$ cat config.mk
export PLATFORM = sky130hd
export DESIGN_NAME = uart_tx_arbiter_flat
export DESIGN_NICKNAME = d
export VERILOG_FILES = /design/src/rtl/uart_tx_arbiter_if.sv /design/src/rtl/uart_tx_arbiter.sv /design/src/flat_wrapper.sv
export SDC_FILE = /design/constraint.sdc
export NUM_CORES = 1
export LEC_CHECK = 0
export CAP_MARGIN = 40
export CORE_MARGIN = 8
export CORE_UTILIZATION = 45
export CTS_CLUSTER_SIZE = 16
export DETAILED_ROUTE_END_ITERATION = 12
export PLACE_DENSITY = 0.76
export SLEW_MARGIN = 20
export SYNTH_ARGS = -nofsm -noshare
export SYNTH_HDL_FRONTEND = slang
export SYNTH_SLANG_ARGS = --single-unit
$ cat constraint.sdc
create_clock -name clk48 -period 2.1 [get_ports clk48]
set_input_delay 0.42 -clock clk48 [delete_from_list [all_inputs] [get_ports clk48]]
set_output_delay 0.42 -clock clk48 [all_outputs]
set_load 0.03 [all_outputs]
$ cat src/rtl/uart_tx_arbiter_if.sv
// uart_tx_arbiter_if: requester byte handshakes and the transmitter valid/ready pair shared by the UART arbiter
interface uart_tx_arbiter_if #(parameter int NUM_REQ = 3);
  logic [NUM_REQ-1:0] req_valid, req_last, req_ready, grant, abort;
  logic [8*NUM_REQ-1:0] req_data;
  logic busy, tx_valid, tx_ready;
  logic [7:0] tx_data;
  modport master (input req_valid, req_data, req_last, tx_ready,
                  output req_ready, grant, abort, busy, tx_data, tx_valid);
  modport slave (output req_valid, req_data, req_last, tx_ready,
                 input req_ready, grant, abort, busy, tx_data, tx_valid);
endinterface

$ cat src/rtl/uart_tx_arbiter.sv
// uart_tx_arbiter: round-robin, packet-locked sharing of one UART transmitter with a starvation hold timeout
module uart_tx_arbiter #(
  parameter int NUM_REQ = 3,
  parameter int HOLD_TIMEOUT = 24000
) (
  input logic clk48,
  input logic boot_reset,
  uart_tx_arbiter_if.master bus
);
  localparam int PW = $clog2(NUM_REQ);
  localparam int TW = HOLD_TIMEOUT > 0 ? $clog2(HOLD_TIMEOUT + 1) : 1;
  localparam logic [TW-1:0] TLIM = TW'(HOLD_TIMEOUT > 0 ? HOLD_TIMEOUT - 1 : 0);
  typedef enum logic [1:0] {S_IDLE, S_GRANT, S_WAIT_RDY, S_WAIT_ACK} state_t;
  state_t state, state_n;
  logic [PW-1:0] ptr, ptr_n, gi, gi_n, pick, cand;
  logic [TW-1:0] tcnt, tcnt_n;
  logic last_r, last_n, any_req, own_v, tmo, valid_n;
  logic [NUM_REQ-1:0] grant_n, ready_n, abort_n;
  logic [7:0] data_n;
  assign own_v = bus.req_valid[gi];
  // tcnt holds the starved cycles already seen, so the limit is checked one below HOLD_TIMEOUT
  assign tmo = (HOLD_TIMEOUT != 0) && (tcnt == TLIM);
  always_comb begin
    pick = ptr;
    cand = ptr;
    any_req = 1'b0;
    for (int k = NUM_REQ; k >= 1; k--) begin
      cand = PW'((int'(ptr) + k) % NUM_REQ);
      if (bus.req_valid[cand]) begin
        pick = cand;
        any_req = 1'b1;
      end
    end
  end
  always_ff @(posedge clk48)
    if (boot_reset) begin
      state <= S_IDLE;
      ptr <= PW'(NUM_REQ - 1);
      gi <= '0;
      last_r <= 1'b0;
      tcnt <= '0;
      bus.grant <= '0;
      bus.req_ready <= '0;
      bus.abort <= '0;
      bus.busy <= 1'b0;
      bus.tx_data <= '0;
      bus.tx_valid <= 1'b0;
    end else begin
      state <= state_n;
      ptr <= ptr_n;
      gi <= gi_n;
      last_r <= last_n;
      tcnt <= tcnt_n;
      bus.grant <= grant_n;
      bus.req_ready <= ready_n;
      bus.abort <= abort_n;
      bus.busy <= state_n != S_IDLE;
      bus.tx_data <= data_n;
      bus.tx_valid <= valid_n;
    end
  always_comb begin
    state_n = state;
    case (state)
      S_IDLE: if (any_req) state_n = S_GRANT;
      S_GRANT: state_n = own_v ? S_WAIT_RDY : tmo ? S_IDLE : S_GRANT;
      S_WAIT_RDY: if (bus.tx_ready && !bus.tx_valid) state_n = S_WAIT_ACK;
      S_WAIT_ACK: if (!bus.tx_ready) state_n = last_r ? S_IDLE : S_GRANT;
      default: state_n = S_IDLE;
    endcase
  end
  always_comb begin
    ptr_n = ptr;
    gi_n = gi;
    last_n = last_r;
    tcnt_n = tcnt;
    grant_n = bus.grant;
    ready_n = '0;
    abort_n = '0;
    data_n = bus.tx_data;
    valid_n = bus.tx_valid;
    case (state)
      S_IDLE:
        if (any_req) begin
          gi_n = pick;
          grant_n = NUM_REQ'(1) << pick;
          tcnt_n = '0;
        end
      S_GRANT:
        if (own_v) begin
          data_n = bus.req_data[8*gi +: 8];
          last_n = bus.req_last[gi];
          ready_n = NUM_REQ'(1) << gi;
          tcnt_n = '0;
        end else if (tmo) begin
          abort_n = NUM_REQ'(1) << gi;
          grant_n = '0;
          ptr_n = gi;
        end else
          tcnt_n = tcnt + 1'b1;
      S_WAIT_RDY: if (bus.tx_ready && !bus.tx_valid) valid_n = 1'b1;
      S_WAIT_ACK:
        if (!bus.tx_ready) begin
          valid_n = 1'b0;
          if (last_r) begin
            grant_n = '0;
            ptr_n = gi;
          end
        end
      default: ;
    endcase
  end
endmodule

$ cat src/flat_wrapper.sv
// flat-port wrapper written by rule: the top's interface ports become plain ports
module uart_tx_arbiter_flat 
#(
  parameter int NUM_REQ = 3,
  parameter int HOLD_TIMEOUT = 24000
)
  (clk48, boot_reset, bus_req_valid, bus_req_data, bus_req_last, bus_tx_ready, bus_req_ready, bus_grant, bus_abort, bus_busy, bus_tx_data, bus_tx_valid);
  uart_tx_arbiter_if #(.NUM_REQ(NUM_REQ)) bus_i ();
  input logic clk48;
  input logic boot_reset;
  input wire logic [$bits(bus_i.req_valid)-1:0] bus_req_valid;
  input wire logic [$bits(bus_i.req_data)-1:0] bus_req_data;
  input wire logic [$bits(bus_i.req_last)-1:0] bus_req_last;
  input wire logic [$bits(bus_i.tx_ready)-1:0] bus_tx_ready;
  output wire logic [$bits(bus_i.req_ready)-1:0] bus_req_ready;
  output wire logic [$bits(bus_i.grant)-1:0] bus_grant;
  output wire logic [$bits(bus_i.abort)-1:0] bus_abort;
  output wire logic [$bits(bus_i.busy)-1:0] bus_busy;
  output wire logic [$bits(bus_i.tx_data)-1:0] bus_tx_data;
  output wire logic [$bits(bus_i.tx_valid)-1:0] bus_tx_valid;
  assign bus_i.req_valid = bus_req_valid;
  assign bus_i.req_data = bus_req_data;
  assign bus_i.req_last = bus_req_last;
  assign bus_i.tx_ready = bus_tx_ready;
  assign bus_req_ready = bus_i.req_ready;
  assign bus_grant = bus_i.grant;
  assign bus_abort = bus_i.abort;
  assign bus_busy = bus_i.busy;
  assign bus_tx_data = bus_i.tx_data;
  assign bus_tx_valid = bus_i.tx_valid;
  uart_tx_arbiter #(.NUM_REQ(NUM_REQ), .HOLD_TIMEOUT(HOLD_TIMEOUT)) u_core (.clk48(clk48), .boot_reset(boot_reset), .bus(bus_i));
endmodule
==> impl_results.md, run 1 <==
- Actual slew at the worst max-slew pin: 0.326 ns
- Top FF cell, synth: dfxtp_1
- Initial antenna violation count: 0
- Slew HR: 0.777
- Clk Latency, worst-skew pair: 0.30 ns
- Distinct cell type count after synthesis: 54
- CTS tree: yes
- Power Total: 2.40 mW
- Final worst slack: -0.0107 ns
- Max Clock Skew: 0.00676 ns
- IO Count: 52
- Die width: 87.1 µm
- Initial Util: 0.457
- Critical path type: flip-flop to flip-flop
- Die area: 7590 µm²
- CP Data Required Time: 2.31 ns
- Routability cong.: 0.915
- Post-route cell area: 3500 µm²
- Number of synthesized flops with an enable pin: 0
- Tmin final: 2.11 ns
- Ordered cell list for the critical path: inv_4, ha_4, maj3_2, a21oi_4, a31oi_4, or4_1, a21oi_1
- Met1 WL: 3080 µm
- DRT antenna net count: 0
- Num CTS Buffers: 5
- Routed wl met3: 400 µm
- CTS max path bufs: 2
- Vias post-DR: 2587
- DRC: 0
- Placed Cells: 429
- Core area: 4980 µm²
- Placed standard-cell area: 3180 µm²
- Final Non-Filler Cells: 444
- Post-Syn Area: 2280 µm²
- Worst Hold Class: flip-flop to flip-flop
- Synthesized flop and latch total: 41
- Total track usage: 0.188
- Vias in the first global route: 2460
- Remaining global-route overflow: 0
- CTS Hold Buffers Added: 0
- Cells after synthesis: 277
- Highest metal used: met4
- Clock slew at reported path FFs: 0.09 ns
- Endpoint type of the worst setup path: flip-flop
- Fmax: 0.474 GHz
- Clock Sinks: 41
- First-pass GRT wire length: 11500 µm
- Static Leak: 1.29 nW
- Drt pass-1 iters: 6
- Max FO, Critical Path: 8
- Multi-input gate area: 1470 µm²
- # setup viols final: 1
- PwrDens: 685 nW/µm²
- Htree depth: 2
- HPWL Detailed: 5200 µm
- Seq. cell area: 828 µm²
- Arrival time worst endpoint: 2.32 ns
- RSZ-0062 raised after global routing: yes
- Sequential area share after synthesis: 0.361
- Status: complete, but fails checks
- IO buf count: 51
- Failing checks: setup timing
- Max-cap violations: 0
- Worst Setup Start Kind: flip-flop
- Area delta synth->final: 53.7%
- Final Hold Fails: 0
- Mapped Nets: 313
- Period utilization: 1.01
- Slowest-stage cell, CP: or4_1
- Peak VDD IR: 0.550 mV
- Setup TNS Final: -0.0107 ns
- Largest net degree at the start of global routing: 15
- Detailed-route wire length: 7390 µm
- Ant. Diodes: 0
- Slowest stage delay, CP: 0.54 ns
- Fin nets: 409
- Syn avg cell area: 8.22 µm²
- Fillers: 364
- Vias per inst: 5.83
- Yosys warning total: 0
- Ratio of cells with drive above 1 in the final layout: 0.283
- CTS root buffer: clkbuf_8
- Die height: 87.1 µm
- Wire per inst: 16.6 µm
- Floorplan row count: 26
- Async set or reset register ratio after synthesis: 0
- First-iteration detailed-routing DRC count: 246
- Routed met2 length: 3750 µm
- Max Slew Vio Count: 0
==> kinds of logic after synthesis <==
logic type / Yosys count / share of synthesized area
compound gates: 81 / 0.244
flops: 41 / 0.361
fa+ha+maj: 4 / 0.0209
simple gates: 115 / 0.267
mux: 12 / 0.0577
buf+inv: 24 / 0.0500
==> power breakdown <==
part           internal [mW]  total (mW)  switching (mW)  leakage, nW
combinational          0.352       0.744           0.392        0.890
sequential             0.835       0.883          0.0474        0.335
clock                  0.479       0.770           0.291       0.0687
==> worst max-delay path, delay by kind of cell, from the launching register on <==
family          cells  cell delay, ns
compound gates      3            0.52
flops               1            0.39
simple gates        1            0.54
buf+inv             1            0.04
fa+ha+maj           2            0.54
==> cell usage in the layout (no fill, tap or decap), types with 4 or more instances in the layout <==
cell type,synthesis,final
dfxtp_1,41,37
a21oi_2,0,5
a31oi_1,5,4
o21ai_0,9,9
and3_1,5,4
nor2b_1,5,5
clkdlybuf4s50_1,0,51
inv_1,6,5
clkbuf_8,1,5
nor3_1,14,13
a21oi_1,21,15
mux2_2,9,9
nor2_1,28,27
nand2_1,16,16
buf_6,1,4
a211oi_1,6,4
nand3b_1,5,5
buf_4,1,49
o211ai_1,6,6
a221oi_1,9,9
nand4_1,8,8
nand3_1,13,12
==> what timing repair did <==
action	in CTS	in global routing
endpoints found under the setup margin	13	23
gates resized for setup	9	25
setup buffers	2	4
pin swaps	6	5
cloned	0	1
==> Yosys cell counts (all sizes together), types with 6 or more instances <==
cell type,n,area [µm²]
clkbuf,13,58.8
or4,6,48.8
nand3,13,65.1
a221oi,9,78.8
mux2,9,101
o21ai,9,45.0
inv,6,22.5
nor2,28,105
o211ai,6,45.0
nor3,14,70.1
a211oi,6,45.0
nand2,16,60.1
nand4,8,50.1
a21oi,21,105
dfxtp,41,821
==> worst paths after layout <==
path                         start  cells after the start               endpoint  slack (ns)
max reg2reg          u_core.ptr[0]                      7        u_core.tcnt[14]       -0.01
min          u_core.bus.tx_data[4]                      2  u_core.bus.tx_data[4]        0.50
min reg2reg  u_core.bus.tx_data[4]                      2  u_core.bus.tx_data[4]        0.50
max                  u_core.ptr[0]                      7        u_core.tcnt[14]       -0.01
==> through the flow <==
step,setup WS (ns),utilization,hold WS (ns)
floorplan,0.00467,-,0.447
global placement,-0.0523,0.639,0.480
detailed placement,-0.124,0.639,0.486
CTS,-0.0352,0.677,0.500
global route,-0.0675,0.703,0.527
finish,-0.0107,0.703,0.497
==> layout make-up <==
cell class / instances / share of cell area
multi-input combinational: 212 / 0.420
tap: 70 / 0.0250
sequential: 41 / 0.237
clock buffer: 5 / 0.0197
clock inverter: 3 / 0.0197
timing repair buffer: 106 / 0.271
inverter: 7 / 0.00823
==> sequential cells by signal, indices dropped and copies added, names as in the netlist <==
name	count
u_core.gi	2
u_core.bus.req_ready	3
u_core.bus.tx_valid	1
u_core.bus.abort	3
u_core.bus.grant	3
u_core.bus.busy	1
u_core.bus.tx_data	8
u_core.state	2
u_core.last_r	1
u_core.ptr	2
u_core.tcnt	15
==> routing by layer <==
| layer | track usage | vias to the layer above |
|---|---|---|
| li1 | - | 1245 |
| met4 | 0.0766 | 0 |
| met5 | 0 | - |
| met1 | 0.223 | 1215 |
| met2 | 0.327 | 109 |
| met3 | 0.0321 | 18 |
No activity file was read; power rests on OpenSTA's default activity.
==> run 2: changes to the inputs <==
--- a/config.mk
+++ b/config.mk
@@ -6,11 +6,13 @@
 export NUM_CORES = 1
 export LEC_CHECK = 0
 export CAP_MARGIN = 40
+export CELL_PAD_IN_SITES_DETAIL_PLACEMENT = 1
+export CELL_PAD_IN_SITES_GLOBAL_PLACEMENT = 1
 export CORE_MARGIN = 8
-export CORE_UTILIZATION = 45
+export CORE_UTILIZATION = 37
 export CTS_CLUSTER_SIZE = 16
 export DETAILED_ROUTE_END_ITERATION = 12
-export PLACE_DENSITY = 0.76
+export PLACE_DENSITY_LB_ADDON = 0.1
 export SLEW_MARGIN = 20
 export SYNTH_ARGS = -nofsm -noshare
 export SYNTH_HDL_FRONTEND = slang
==> constraint.sdc (replaced) <==
create_clock -name clk48 -period 2.12 [get_ports clk48]
set_input_delay 0.424 -clock clk48 [delete_from_list [all_inputs] [get_ports clk48]]
set_output_delay 0.424 -clock clk48 [all_outputs]
set_load 0.03 [all_outputs]
==> impl_results.md, run 2 (synthesis gave the netlist of run 1 again) <==
- Fmax: 0.463 GHz
- Slowest stage delay, CP: 0.63 ns
- CTS max path bufs: 2
- Largest net degree at the start of global routing: 17
- CTS Hold Buffers Added: 0
- Endpoint type of the worst setup path: flip-flop
- Initial antenna violation count: 0
- Commonest non-fill, non-tap cell in the layout: clkdlybuf4s50_1
- DRT antenna net count: 0
- Peak VDD IR: 0.353 mV
- Remaining global-route overflow: 0
- Die height: 94.4 µm
- Area delta synth->final: 51.8%
- Vias in the first global route: 2658
- Worst Hold Class: flip-flop to flip-flop
- DRC: 0
- Actual slew at the worst max-slew pin: 0.464 ns
- Final Hold Fails: 0
- Power Total: 2.32 mW
- Placed standard-cell area: 3170 µm²
- Static Leak: 1.26 nW
- HPWL Detailed: 5970 µm
- Clock Sinks: 41
- Vias post-DR: 2569
- Period utilization: 1.02
- Wire per inst: 19.3 µm
- Ant. Diodes: 0
- CTS root buffer: clkbuf_8
- Worst Setup Start Kind: primary input
- Die area: 8920 µm²
- Drt pass-1 iters: 4
- Clock slew at reported path FFs: 0.09 ns
- Die width: 94.4 µm
- # setup viols final: 5
- First-iteration detailed-routing DRC count: 151
- First-pass GRT wire length: 13600 µm
- Htree depth: 2
- IO Count: 52
- Tmin final: 2.16 ns
- Initial Util: 0.384
- Max FO, Critical Path: 6
- Clk Latency, worst-skew pair: 0.29 ns
- Arrival time worst endpoint: 2.38 ns
- Failing checks: setup timing
- CTS tree: yes
- Commonest non-fill, non-tap cells in the layout: clkdlybuf4s50_1 (51), buf_4 (44), dfxtp_1 (38)
- Largest Register: u_core.tcnt
- Detailed-route wire length: 8590 µm
- Floorplan row count: 28
- Slew HR: 0.690
- Final worst slack: -0.0399 ns
- Slowest-stage cell, CP: clkdlybuf4s50_1
- Max-cap violations: 0
- PwrDens: 671 nW/µm²
- RSZ-0062 raised after global routing: yes
- Final Non-Filler Cells: 445
- Core area: 5920 µm²
- Num CTS Buffers: 5
- Ordered cell list for the critical path: clkdlybuf4s50_1, mux2i_4, o211ai_1, nor2_2, or4_1, a21oi_1
- Critical path type: primary input to flip-flop
- CP Data Required Time: 2.34 ns
- Total track usage: 0.188
- Placed Cells: 434
- Routability cong.: 0.843
- Fin nets: 405
- Fillers: 696
- IO buf count: 51
- Max Clock Skew: 0.00570 ns
- Max reg flops: 15
- Post-route cell area: 3460 µm²
- Biggest regs: u_core.tcnt (15), u_core.bus.tx_data (8)
- Vias per inst: 5.77
- Ratio of cells with drive above 1 in the final layout: 0.265
- Max Slew Vio Count: 0
- Status: complete, but fails checks
run 2: where the power goes:
| group | total [mW] | switching (mW) | internal (mW) |
|---|---|---|---|
| combinational | 0.763 | 0.410 | 0.353 |
| clock | 0.678 | 0.294 | 0.383 |
| sequential | 0.879 | 0.0502 | 0.829 |
| total | 2.32 | 0.754 | 1.57 |
run 2: final timing paths:
kind                         start                     to  slack [ns]  cells past startpoint
min reg2reg  u_core.bus.tx_data[7]  u_core.bus.tx_data[7]        0.50                      2
max reg2reg         u_core.tcnt[9]          u_core.ptr[0]       -0.01                      6
max               bus_req_valid[0]        u_core.tcnt[11]       -0.04                      6
min          u_core.bus.tx_data[7]  u_core.bus.tx_data[7]        0.50                      2
run 2: final cells by class:
cell class | instances | area (µm²) | share of cell area
multi-input combinational | 212 | 1470 | 0.425
timing repair buffer | 102 | 923 | 0.267
sequential | 41 | 825 | 0.239
tap | 75 | 93.8 | 0.0272
clock buffer | 6 | 82.6 | 0.0239
clock inverter | 2 | 37.5 | 0.0109
inverter | 7 | 26.3 | 0.00760
run 2: layer usage:
metal	vias up	global-route usage	part of all wire
met5	-	0	0
met4	0	0.0370	0.011
met3	14	0.0405	0.045
met2	76	0.306	0.46
met1	1250	0.248	0.48
li1	1229	-	-
run 2: what timing repair did:
item                                    in CTS  in global routing
gates resized for setup                      9                 26
setup buffers                                1                  3
pin swaps                                    7                 13
endpoints found under the setup margin      16                 22
run 2: critical path, delay by kind of cell:
family / cells / cell delay (ns)
muxes: 1 / 0.13
and+or+nand+nor: 2 / 0.62
AOI/OAI and AO/OA: 2 / 0.57
buffers and inverters: 1 / 0.63
run 2: stage by stage:
step | worst slack [ns] | util | TNS [ns] | hold WS (ns)
after floorplan | 0.0248 | - | 0 | 0.447
after global placement | -0.207 | 0.536 | -1.94 | 0.482
after detailed placement | -0.272 | 0.536 | -3.67 | 0.489
after CTS | -0.00716 | 0.563 | -0.0118 | 0.502
after global routing | -0.0651 | 0.584 | -0.622 | 0.532
final | -0.0399 | 0.584 | -0.0718 | 0.501
